File: config.mk
export PLATFORM = sky130hd
export DESIGN_NAME = if_imem_loader_flat
export DESIGN_NICKNAME = d
export VERILOG_FILES = /design/src/rtl/if_imem_loader_if.sv /design/src/rtl/if_imem_loader.sv /design/src/flat_wrapper.sv
export SDC_FILE = /design/constraint.sdc
export NUM_CORES = 1
export LEC_CHECK = 0
export ABC_AREA = 1
export CORE_MARGIN = 10
export CORE_UTILIZATION = 54
export CTS_CLUSTER_DIAMETER = 50
export DETAILED_ROUTE_END_ITERATION = 7
export GPL_TIMING_DRIVEN = 1
export PLACE_DENSITY = 0.9
export SLEW_MARGIN = 20
export SYNTH_ARGS = -nofsm -noshare
export SYNTH_HDL_FRONTEND = slang
export SYNTH_SLANG_ARGS = --single-unit
File: constraint.sdc
create_clock -name Clk -period 2.1 [get_ports Clk]
set_input_delay 0.42 -clock Clk [delete_from_list [all_inputs] [get_ports Clk]]
set_output_delay 0.42 -clock Clk [all_outputs]
set_load 0.02 [all_outputs]
File: src/rtl/if_imem_loader_if.sv
// ---------------------------------------------------------------------------
// if_imem_loader_if
// Host-link byte stream, instruction-memory write port and loader status
// signals for if_imem_loader, bundled as one interface.
//   slave  : the loader (receives the stream and Load_Start, drives memory writes and status)
//   master : the host/testbench side
// Signals:
//   Load_Start      frame-start pulse          (master -> slave)
//   Byte_In[7:0]    stream byte                (master -> slave)
//   Byte_Valid      Byte_In valid              (master -> slave)
//   Byte_Ready      loader accepts a byte      (slave -> master)
//   IMem_Write_En   one-cycle write strobe     (slave -> master)
//   IMem_Write_Addr word address               (slave -> master)
//   IMem_Write_Data 32-bit word                (slave -> master)
//   Core_Hold       stall core while loading   (slave -> master)
//   Load_Done       frame completed (level)    (slave -> master)
//   Load_Error      frame rejected (level)     (slave -> master)
//   Words_Loaded    words written this frame   (slave -> master)
// ---------------------------------------------------------------------------
interface if_imem_loader_if #(
    parameter int unsigned ADDR_WIDTH = 10
);
    logic                  Load_Start;
    logic [7:0]            Byte_In;
    logic                  Byte_Valid;
    logic                  Byte_Ready;
    logic                  IMem_Write_En;
    logic [ADDR_WIDTH-1:0] IMem_Write_Addr;
    logic [31:0]           IMem_Write_Data;
    logic                  Core_Hold;
    logic                  Load_Done;
    logic                  Load_Error;
    logic [15:0]           Words_Loaded;

    modport master (
        output Load_Start, Byte_In, Byte_Valid,
        input  Byte_Ready, IMem_Write_En, IMem_Write_Addr, IMem_Write_Data,
        input  Core_Hold, Load_Done, Load_Error, Words_Loaded
    );

    modport slave (
        input  Load_Start, Byte_In, Byte_Valid,
        output Byte_Ready, IMem_Write_En, IMem_Write_Addr, IMem_Write_Data,
        output Core_Hold, Load_Done, Load_Error, Words_Loaded
    );
endinterface

File: src/rtl/if_imem_loader.sv
// ---------------------------------------------------------------------------
// if_imem_loader
// Assembles a host byte stream into 32-bit words and writes them into the
// IF-stage instruction memory, holding the core while an image loads.
// Frame: 16-bit word count (big-endian), then count x 4 data bytes
// (big-endian per word).
// Ports:
//   Clk      rising-edge clock
//   Reset_n  asynchronous active-low reset
//   bus      if_imem_loader_if.slave (stream in, memory write port, status)
// Optional build macro IMEM_LOADER_CHECKSUM_EN: a trailing byte equal to the
// XOR of all data bytes is expected after the last word; mismatch -> error.
// All outputs are registered.
// ---------------------------------------------------------------------------
module if_imem_loader #(
    parameter int unsigned ADDR_WIDTH = 10,
    parameter int unsigned BASE_ADDR  = 0,
    parameter int unsigned MAX_WORDS  = 1024
) (
    input logic             Clk,
    input logic             Reset_n,
    if_imem_loader_if.slave bus
);

    localparam int unsigned CNT_W  = 16;
    localparam int unsigned WORD_W = 32;

    typedef enum logic [2:0] {
        S_IDLE,
        S_COUNT_HI,
        S_COUNT_LO,
        S_DATA,
        S_WRITE,
        S_DONE,
        S_ERROR
`ifdef IMEM_LOADER_CHECKSUM_EN
        ,
        S_CHECK
`endif
    } state_e;

    // State entered once the last word (or a zero count) has been handled
`ifdef IMEM_LOADER_CHECKSUM_EN
    localparam state_e S_END = S_CHECK;
`else
    localparam state_e S_END = S_DONE;
`endif

    state_e                 state_q, state_d;
    logic [CNT_W-1:0]       count_q, count_d;
    logic [CNT_W-1:0]       word_idx_q, word_idx_d;
    logic [1:0]             byte_idx_q, byte_idx_d;
    logic [23:0]            shift_q, shift_d;
    logic                   ready_q, ready_d;
    logic                   wr_en_q, wr_en_d;
    logic [ADDR_WIDTH-1:0]  wr_addr_q, wr_addr_d;
    logic [WORD_W-1:0]      wr_data_q, wr_data_d;
    logic                   hold_q, hold_d;
    logic                   done_q, done_d;
    logic                   err_q, err_d;
`ifdef IMEM_LOADER_CHECKSUM_EN
    logic [7:0]             xor_q, xor_d;
`endif

    logic                   xfer;
    logic [CNT_W-1:0]       full_cnt;
    logic [CNT_W-1:0]       word_inc;

    assign xfer     = bus.Byte_Valid && ready_q;
    assign full_cnt = {count_q[15:8], bus.Byte_In};
    assign word_inc = word_idx_q + 16'd1;

    // Next-state and next-output logic
    always_comb begin
        state_d    = state_q;
        count_d    = count_q;
        word_idx_d = word_idx_q;
        byte_idx_d = byte_idx_q;
        shift_d    = shift_q;
        wr_addr_d  = wr_addr_q;
        wr_data_d  = wr_data_q;
`ifdef IMEM_LOADER_CHECKSUM_EN
        xor_d      = xor_q;
`endif

        case (state_q)
            S_IDLE, S_DONE, S_ERROR: begin
                if (bus.Load_Start) begin
                    state_d    = S_COUNT_HI;
                    word_idx_d = '0;
                    byte_idx_d = '0;
`ifdef IMEM_LOADER_CHECKSUM_EN
                    xor_d      = '0;
`endif
                end
            end
            S_COUNT_HI: begin
                if (xfer) begin
                    count_d[15:8] = bus.Byte_In;
                    state_d       = S_COUNT_LO;
                end
            end
            S_COUNT_LO: begin
                if (xfer) begin
                    count_d = full_cnt;
                    if (32'(full_cnt) > MAX_WORDS) begin
                        state_d = S_ERROR;
                    end else if (full_cnt == '0) begin
                        state_d = S_END;
                    end else begin
                        state_d = S_DATA;
                    end
                end
            end
            S_DATA: begin
                if (xfer) begin
                    shift_d    = {shift_q[15:0], bus.Byte_In};
                    byte_idx_d = byte_idx_q + 2'd1;
`ifdef IMEM_LOADER_CHECKSUM_EN
                    xor_d      = xor_q ^ bus.Byte_In;
`endif
                    // Fourth byte completes the word: capture it for the write cycle
                    if (byte_idx_q == 2'd3) begin
                        state_d   = S_WRITE;
                        wr_addr_d = ADDR_WIDTH'(BASE_ADDR + 32'(word_idx_q));
                        wr_data_d = {shift_q, bus.Byte_In};
                    end
                end
            end
            S_WRITE: begin
                word_idx_d = word_inc;
                state_d    = (word_inc == count_q) ? S_END : S_DATA;
            end
`ifdef IMEM_LOADER_CHECKSUM_EN
            S_CHECK: begin
                if (xfer) begin
                    state_d = (bus.Byte_In == xor_q) ? S_DONE : S_ERROR;
                end
            end
`endif
            default: state_d = S_IDLE;
        endcase

        // Outputs are registered from the state being entered
        wr_en_d = (state_d == S_WRITE);
        hold_d  = (state_d != S_DONE);
        done_d  = (state_d == S_DONE);
        err_d   = (state_d == S_ERROR);
`ifdef IMEM_LOADER_CHECKSUM_EN
        ready_d = state_d inside {S_COUNT_HI, S_COUNT_LO, S_DATA, S_CHECK};
`else
        ready_d = state_d inside {S_COUNT_HI, S_COUNT_LO, S_DATA};
`endif
    end

    // State and output registers
    always_ff @(posedge Clk or negedge Reset_n) begin
        if (!Reset_n) begin
            state_q    <= S_IDLE;
            count_q    <= '0;
            word_idx_q <= '0;
            byte_idx_q <= '0;
            shift_q    <= '0;
            ready_q    <= 1'b0;
            wr_en_q    <= 1'b0;
            wr_addr_q  <= '0;
            wr_data_q  <= '0;
            hold_q     <= 1'b0;
            done_q     <= 1'b0;
            err_q      <= 1'b0;
`ifdef IMEM_LOADER_CHECKSUM_EN
            xor_q      <= '0;
`endif
        end else begin
            state_q    <= state_d;
            count_q    <= count_d;
            word_idx_q <= word_idx_d;
            byte_idx_q <= byte_idx_d;
            shift_q    <= shift_d;
            ready_q    <= ready_d;
            wr_en_q    <= wr_en_d;
            wr_addr_q  <= wr_addr_d;
            wr_data_q  <= wr_data_d;
            hold_q     <= hold_d;
            done_q     <= done_d;
            err_q      <= err_d;
`ifdef IMEM_LOADER_CHECKSUM_EN
            xor_q      <= xor_d;
`endif
        end
    end

    assign bus.Byte_Ready      = ready_q;
    assign bus.IMem_Write_En   = wr_en_q;
    assign bus.IMem_Write_Addr = wr_addr_q;
    assign bus.IMem_Write_Data = wr_data_q;
    assign bus.Core_Hold       = hold_q;
    assign bus.Load_Done       = done_q;
    assign bus.Load_Error      = err_q;
    assign bus.Words_Loaded    = word_idx_q;

endmodule
File: src/flat_wrapper.sv
// flat-port wrapper written by rule: the top's interface ports become plain ports
module if_imem_loader_flat 
#(
    parameter int unsigned ADDR_WIDTH = 10,
    parameter int unsigned BASE_ADDR  = 0,
    parameter int unsigned MAX_WORDS  = 1024
)
  (Clk, Reset_n, bus_Load_Start, bus_Byte_In, bus_Byte_Valid, bus_Byte_Ready, bus_IMem_Write_En, bus_IMem_Write_Addr, bus_IMem_Write_Data, bus_Core_Hold, bus_Load_Done, bus_Load_Error, bus_Words_Loaded);
  if_imem_loader_if #(.ADDR_WIDTH(ADDR_WIDTH)) bus_i ();
  input logic Clk;
  input logic Reset_n;
  input wire logic [$bits(bus_i.Load_Start)-1:0] bus_Load_Start;
  input wire logic [$bits(bus_i.Byte_In)-1:0] bus_Byte_In;
  input wire logic [$bits(bus_i.Byte_Valid)-1:0] bus_Byte_Valid;
  output wire logic [$bits(bus_i.Byte_Ready)-1:0] bus_Byte_Ready;
  output wire logic [$bits(bus_i.IMem_Write_En)-1:0] bus_IMem_Write_En;
  output wire logic [$bits(bus_i.IMem_Write_Addr)-1:0] bus_IMem_Write_Addr;
  output wire logic [$bits(bus_i.IMem_Write_Data)-1:0] bus_IMem_Write_Data;
  output wire logic [$bits(bus_i.Core_Hold)-1:0] bus_Core_Hold;
  output wire logic [$bits(bus_i.Load_Done)-1:0] bus_Load_Done;
  output wire logic [$bits(bus_i.Load_Error)-1:0] bus_Load_Error;
  output wire logic [$bits(bus_i.Words_Loaded)-1:0] bus_Words_Loaded;
  assign bus_i.Load_Start = bus_Load_Start;
  assign bus_i.Byte_In = bus_Byte_In;
  assign bus_i.Byte_Valid = bus_Byte_Valid;
  assign bus_Byte_Ready = bus_i.Byte_Ready;
  assign bus_IMem_Write_En = bus_i.IMem_Write_En;
  assign bus_IMem_Write_Addr = bus_i.IMem_Write_Addr;
  assign bus_IMem_Write_Data = bus_i.IMem_Write_Data;
  assign bus_Core_Hold = bus_i.Core_Hold;
  assign bus_Load_Done = bus_i.Load_Done;
  assign bus_Load_Error = bus_i.Load_Error;
  assign bus_Words_Loaded = bus_i.Words_Loaded;
  if_imem_loader #(.ADDR_WIDTH(ADDR_WIDTH), .BASE_ADDR(BASE_ADDR), .MAX_WORDS(MAX_WORDS)) u_core (.Clk(Clk), .Reset_n(Reset_n), .bus(bus_i));
endmodule
# --- Word-level counts from Yosys, hierarchy flattened ---
# Cells that the tools add are included.
classes:
  addsub: 2
  n_mul: 0
  div_mod_pow: 0
  magnitude_cmp: 1
  n_eq_ne: 17
  shift: 0
  n_mux: 16
  n_bitwise: 1
  reduce_logical: 13
ops:
  columns: ["operator", "count"]
  rows:
  - ["$pmux W16 S2", 1]
  - ["$mux W3", 8]
  - ["$eq A3 B3 Y1 const B", 6]
  - ["$add A16 B1 Y16 const B", 1]
  - ["$eq A16 B16 Y1", 1]
  - ["$gt A16 B11 Y1 const B", 1]
  - ["$logic_not A16 Y1", 1]
  - ["$mux W16", 1]
  - ["$pmux W8 S2", 1]
  - ["$pmux W3 S5", 1]
  - ["$eq A3 B2 Y1 const B", 4]
  - ["$reduce_and A3 Y1", 3]
  - ["$mux W8", 1]
  - ["$eq A3 B1 Y1 const B", 2]
  - ["$reduce_and A2 Y1", 3]
  - ["$mux W2", 2]
  - ["$pmux W2 S2", 1]
  - ["$reduce_bool A2 Y1", 2]
  - ["$logic_not A3 Y1", 1]
  - ["$ne A3 B3 Y1 const B", 1]
  - ["$reduce_bool A3 Y1", 1]
  - ["$reduce_or A3 Y1", 1]
  - ["$add A2 B1 Y2 const B", 1]
  - ["$eq A2 B2 Y1 const B", 1]
  - ["other kinds (4)", 4]
totals:
  ff_bits: 108
  latchBits: 0
  mem_bits_rw: 0
  mem_bits_ro: 0
  output_inout_bits: 63
  wordCells: 63
  n_memories: 0

# --- Longest topological paths before layout ---
logic_depth:
  depth_word: 7
  mapped_depth: 16
  mapped_depth_nobuf: 16

# --- Worst setup path after synthesis ---
# No wires, ideal clock.
synth_timing:
  path_type: "register to register"
  start: "register u_core.word_idx_q[0] (netlist: u_core.bus.Words_Loaded[0])"
  end: "register u_core.hold_q (netlist: u_core.bus.Core_Hold)"
  arrival_time_ns: 1.895
  setup_slack_ns: 0.066
  path_stages_with_launch: 14
  path_buffers: 1
  cell_sequence: "dfrtp_1 > ha_1 > nand2_1 > nor2_2 > buf_4 > nand3_2 > nand3_1 > nand2_1 > nor2_1 > nand2_1 > nor2_1 > nand3_1 > a21oi_2 > nand3_1"
synth_between:
  elab_chain_cells: 5
synth_rtl:
  columns: ["item", "line_no", "rtl"]
  rows:
  - ["start: declaration", "if_imem_loader.sv:51", "logic [CNT_W-1:0] word_idx_q, word_idx_d;"]
  - ["start signal: assignment", "if_imem_loader.sv:177", "word_idx_q <= word_idx_d;"]
  - ["$add A16 B1 Y16", "if_imem_loader.sv:71", "assign word_inc = word_idx_q + 16'd1;"]
  - ["$eq A16 B16 Y1", "if_imem_loader.sv:132", "state_d = (word_inc == count_q) ? S_END : S_DATA;"]
  - ["$mux W3", "if_imem_loader.sv:132", null]
  - ["$pmux W3 S5", "if_imem_loader.sv:86", "case (state_q)"]
  - ["$ne A3 B3 Y1", "if_imem_loader.sv:146", "hold_d = (state_d != S_DONE);"]
  - ["via u_core.hold_d", "if_imem_loader.sv:58", "logic hold_q, hold_d;"]
  - ["end signal: assignment", "if_imem_loader.sv:184", "hold_q <= hold_d;"]
  - ["end: declaration", "if_imem_loader.sv:58", null]
# The timed path passes the listed nets, and every way through them passes these cells.
# A chain may end at the register's enable or synchronous reset.

# --- Worst setup path in the final report ---
# Same ends and word-level chain as after synthesis.

==> run_results.csv <==
group,metric,value,unit
clock_tree,cts_buffers,9,
pwr,swShare,39.7,%
timing,worst_slew_pin_slew,448,ps
synth,synthXorXnorAreaFrac,0.828,%
finish,regArea,2710,um^2
drt,drc,0,
finish,syn2layout_area_growth,28.5,%
pwr,p_clk_share,19.2,%
place,placed_area,6040,um^2
timing,finalSetupViolCount,0,
synth,syn-cell-area,4990,um^2
global_routing,grt_pass1_vias,4500,
worst_setup_path,crit_fanout,5,
worst_setup_path,cp_slowest_cell,"dfrtp_1",
synth,syn_nets,632,
global_routing,antenna_found_initial,0,
floorplanning,rows,35,
synth,synth-seq-cells,108,
synth,synth_area_leader_cell,"dfrtp_1",
pwr,power.internal,3.93,mW
drt,wl,14100,um
place,dp_hpwl,10100,um
timing,hold_violations,0,
clock_tree,clock_path_buffers,2,
synth,synth-main-ff-cell,"dfrtp_1",
finish,final.fill_count,653,
worst_hold_path,worstHoldPathType,"flop to flop",
floorplanning,dieHeight,116,um
pwr,pwr-share-seq,45.8,%
worst_setup_path,cp_cell_sequence,"ha_4 > nand2_4 > nor2_4 > buf_4 > nand2_1 > nand2_1 > nand3_2 > nand2_1 > nor2_1 > nand2_1 > nor2_2 > nand3_2 > a21oi_2 > nand3_1",
timing,rsz0062_at_grt,"yes",
finish,fin_area,6410,um^2
synth,yosys_warnings,0,
pwr,ir_drop,0.000563,V
worst_setup_path,cpMostUsedCell,"nand2_1",
worst_setup_path,critical-path-top-delay-family,"simple AND/OR/NAND/NOR gates",
timing,clock_skew,10.3,ps
synth,synth_top_area_share,54.2,%
timing,fin_hold_ws,494,ps
timing,maxSlewHeadroom,70.0,%
finish,antenna-diode-count,0,
global_routing,grt-ovfl-total,0,
floorplanning,initial_core_util,54.8,%
worst_setup_path,worst_setup_path_end_kind,"flop",
floorplanning,die_w,116,um
drt,antenna_left,0,
synth,synth_simple_gate_area_share,25.7,%
synth,yosysSeqAreaShare,54.2,%
synth,synth-edff-count,0,
worst_setup_path,start_kind,"flop",
clock_tree,cts.reportedPaths.clkPinSlew,110,ps
drt,routedWlPerCell,16.9,um
timing,period_needed,2080,ps
synth,synthDistinctLibCells,28,
clock_tree,h-tree-depth,3,
pwr,finalPower,6.51,mW
synth,async_flop_share,100,%
synth,syn_area_per_cell,8.07,um^2
synth,synth_fa_ha_area_share,0.502,%
synth,synthCells,618,
clock_tree,cts_root_buf,"clkbuf_8",
synth,yosys-top-cells-area,"dfrtp_1, nand2_1, o21ai_0",
timing,maxSlewViolCount,0,
pwr,p_leak,3.03,nW
timing,fmax,481,MHz
pwr,combinationalPowerShare,35.0,%
worst_setup_path,crit_buf_inv,1,
clock_tree,cts_tree,"built",
synth,synth-compound-area-share,11.2,%
finish,drive_above_1_share,12.7,%
synth,synthMuxAreaShare,0,%
global_routing,grt_pass1_wl,22500,um
clock_tree,worstSkewPairLatency,370,ps
worst_setup_path,cp.depth,14,
drt,first_pass_iters,5,
outcome,status,"finished clean",
finish,multiInputGateArea,2010,um^2
place,place_ws,-237,ps
drt,drt-initial-drc-count,424,
worst_setup_path,ff2ff_path_depth,14,
timing,worst_slack,20.0,ps
place,port_buffers,74,
worst_setup_path,crit_path_max_incr_delay,430,ps
worst_hold_path,holdPathStages,2,
place,gp_congestion,0.893,
worst_setup_path,worst-setup-path-type,"flop to flop",
drt,vias_per_cell,5.61,
global_routing,grt_max_degree,48,
finish,fin_nets,736,
floorplanning,core,9110,um^2
global_routing,grt_usage,21.0,%
worst_setup_path,cp.arrival,2320,ps
pwr,p_switching,2.58,mW
synth,synth_top_family_by_area,"simple AND/OR/NAND/NOR gates",
pwr,p_per_area,1020,nW/um^2
job,max_cap_violations,0,
clock_tree,cts_sinks,108,
floorplanning,boundaryPins,75,
floorplanning,die_area,13500,um^2
drt,num_vias,4701,
worst_setup_path,cp_data_required_time,2340,ps
timing,period_share,99.0,%
cells in the mapped netlist, types with 2 or more instances:
cell      instances
nand3b_1          4
o22ai_1           7
nand2_2           3
o31ai_1           3
o21ai_0          91
inv_2             3
nor2_2            3
clkbuf_1         16
nand4_1          13
nand3_1          47
dfrtp_1         108
nor2_4            3
inv_1            77
nor3_1            2
nand2_1         187
a21oi_1           4
ha_1              2
nor2_1           35
repair_timing:
action / CTS / global route
endpoints found under the setup margin: 5 / 6
hold buffers: 1 / 0
gates cloned: 0 / 1
gates resized for setup: 3 / 27
endpoints found under the hold margin: 12 / 0
buffers inserted: 0 / 6
pin swaps: 2 / 22
metal layers:
| metal | wire length (um) | GRT usage [%] |
|---|---|---|
| met1 | 5730 | 26.5 |
| met2 | 7080 | 35.4 |
| met3 | 1100 | 4.21 |
| met4 | 229 | 6.92 |
| met5 | 0 | 0 |
cells by family after synthesis:
family / Yosys count
AND/OR/NAND/NOR: 299
flip-flops: 108
AO/OA/AOI/OAI: 107
buffers and inverters: 99
XOR/XNOR: 3
adder cells (fa/ha/maj): 2
power groups by stage:
stage	Sequential [mW]	Combinational, mW	Clock [mW]
2_1_floorplan	3.04	1.24	0
3_3_place_gp	2.97	2.05	0
3_5_place_dp	3.00	2.15	0
4_1_cts	2.96	2.19	1.25
5_1_grt	3.03	2.57	1.35
6_report	2.98	2.28	1.25
cell type report:
cell class                      instances  area share, %
Timing Repair Buffer                  111           16.6
Multi-Input combinational cell        411           31.3
Clock inverter                          7           1.03
Sequential cell                       108           42.2
Tap cell                              111           2.17
Inverter                               81           4.74
Clock buffer                            9           1.93
worst register-to-register path: stages (launching register included):
cell and delay [ps]:
dfrtp_1 430, ha_4 200, nand2_4 80, nor2_4 50, buf_4 150, nand2_1 80, nand2_1 90, nand3_2 90
nand2_1 60, nor2_1 120, nand2_1 100, nor2_2 110, nand3_2 120, a21oi_2 190, nand3_1 90
final timing paths:
kind | startpoint | endpoint | slack [ps]
worst max-delay path | u_core.bus.Words_Loaded[0] | u_core.bus.Core_Hold | 20
worst min-delay path | u_core.shift_q[14] | u_core.shift_q[22] | 490
worst max register to register | u_core.bus.Words_Loaded[0] | u_core.bus.Core_Hold | 20
worst min register to register | u_core.shift_q[14] | u_core.shift_q[22] | 490
max in group asynchronous | Reset_n | u_core.bus.IMem_Write_Data[5] | 930
min in group asynchronous | Reset_n | u_core.bus.Words_Loaded[11] | 530
layout by cell type (no fill, tap or decap), drive strengths merged:
master         count
nand2            191
dfrtp            108
o21ai             92
inv               83
clkdlybuf4s50     73
nand3             48
nor2              41
buf               37
nand4             13
clkbuf             9
o22ai              7
a21oi              5
nand3b             4
clkinv             4
o31ai              3
nor3               2
ha                 2
xor3               1
xor2               1
xnor2              1
clkinvlp           1
dlygate4sd3        1
state kept, by name, indices dropped and copies added, names as in the netlist, 2 cells and up:
name and flops:
u_core.state_q 3, u_core.bus.IMem_Write_Data 32, u_core.byte_idx_q 2, u_core.bus.Words_Loaded 16, u_core.count_q 16, u_core.bus.IMem_Write_Addr 10
u_core.shift_q 24
through the flow:
step | utilization, % | setup TNS [ps] | std cells
after floorplan | - | 0 | 618
after global placement | 66.3 | -212 | 814
after detailed placement | 66.3 | -1050 | 814
after CTS | 68.6 | 0 | 831
after global routing | 70.4 | -579 | 838
final | 70.4 | 0 | 838
(Power assumes the default switching activity.)
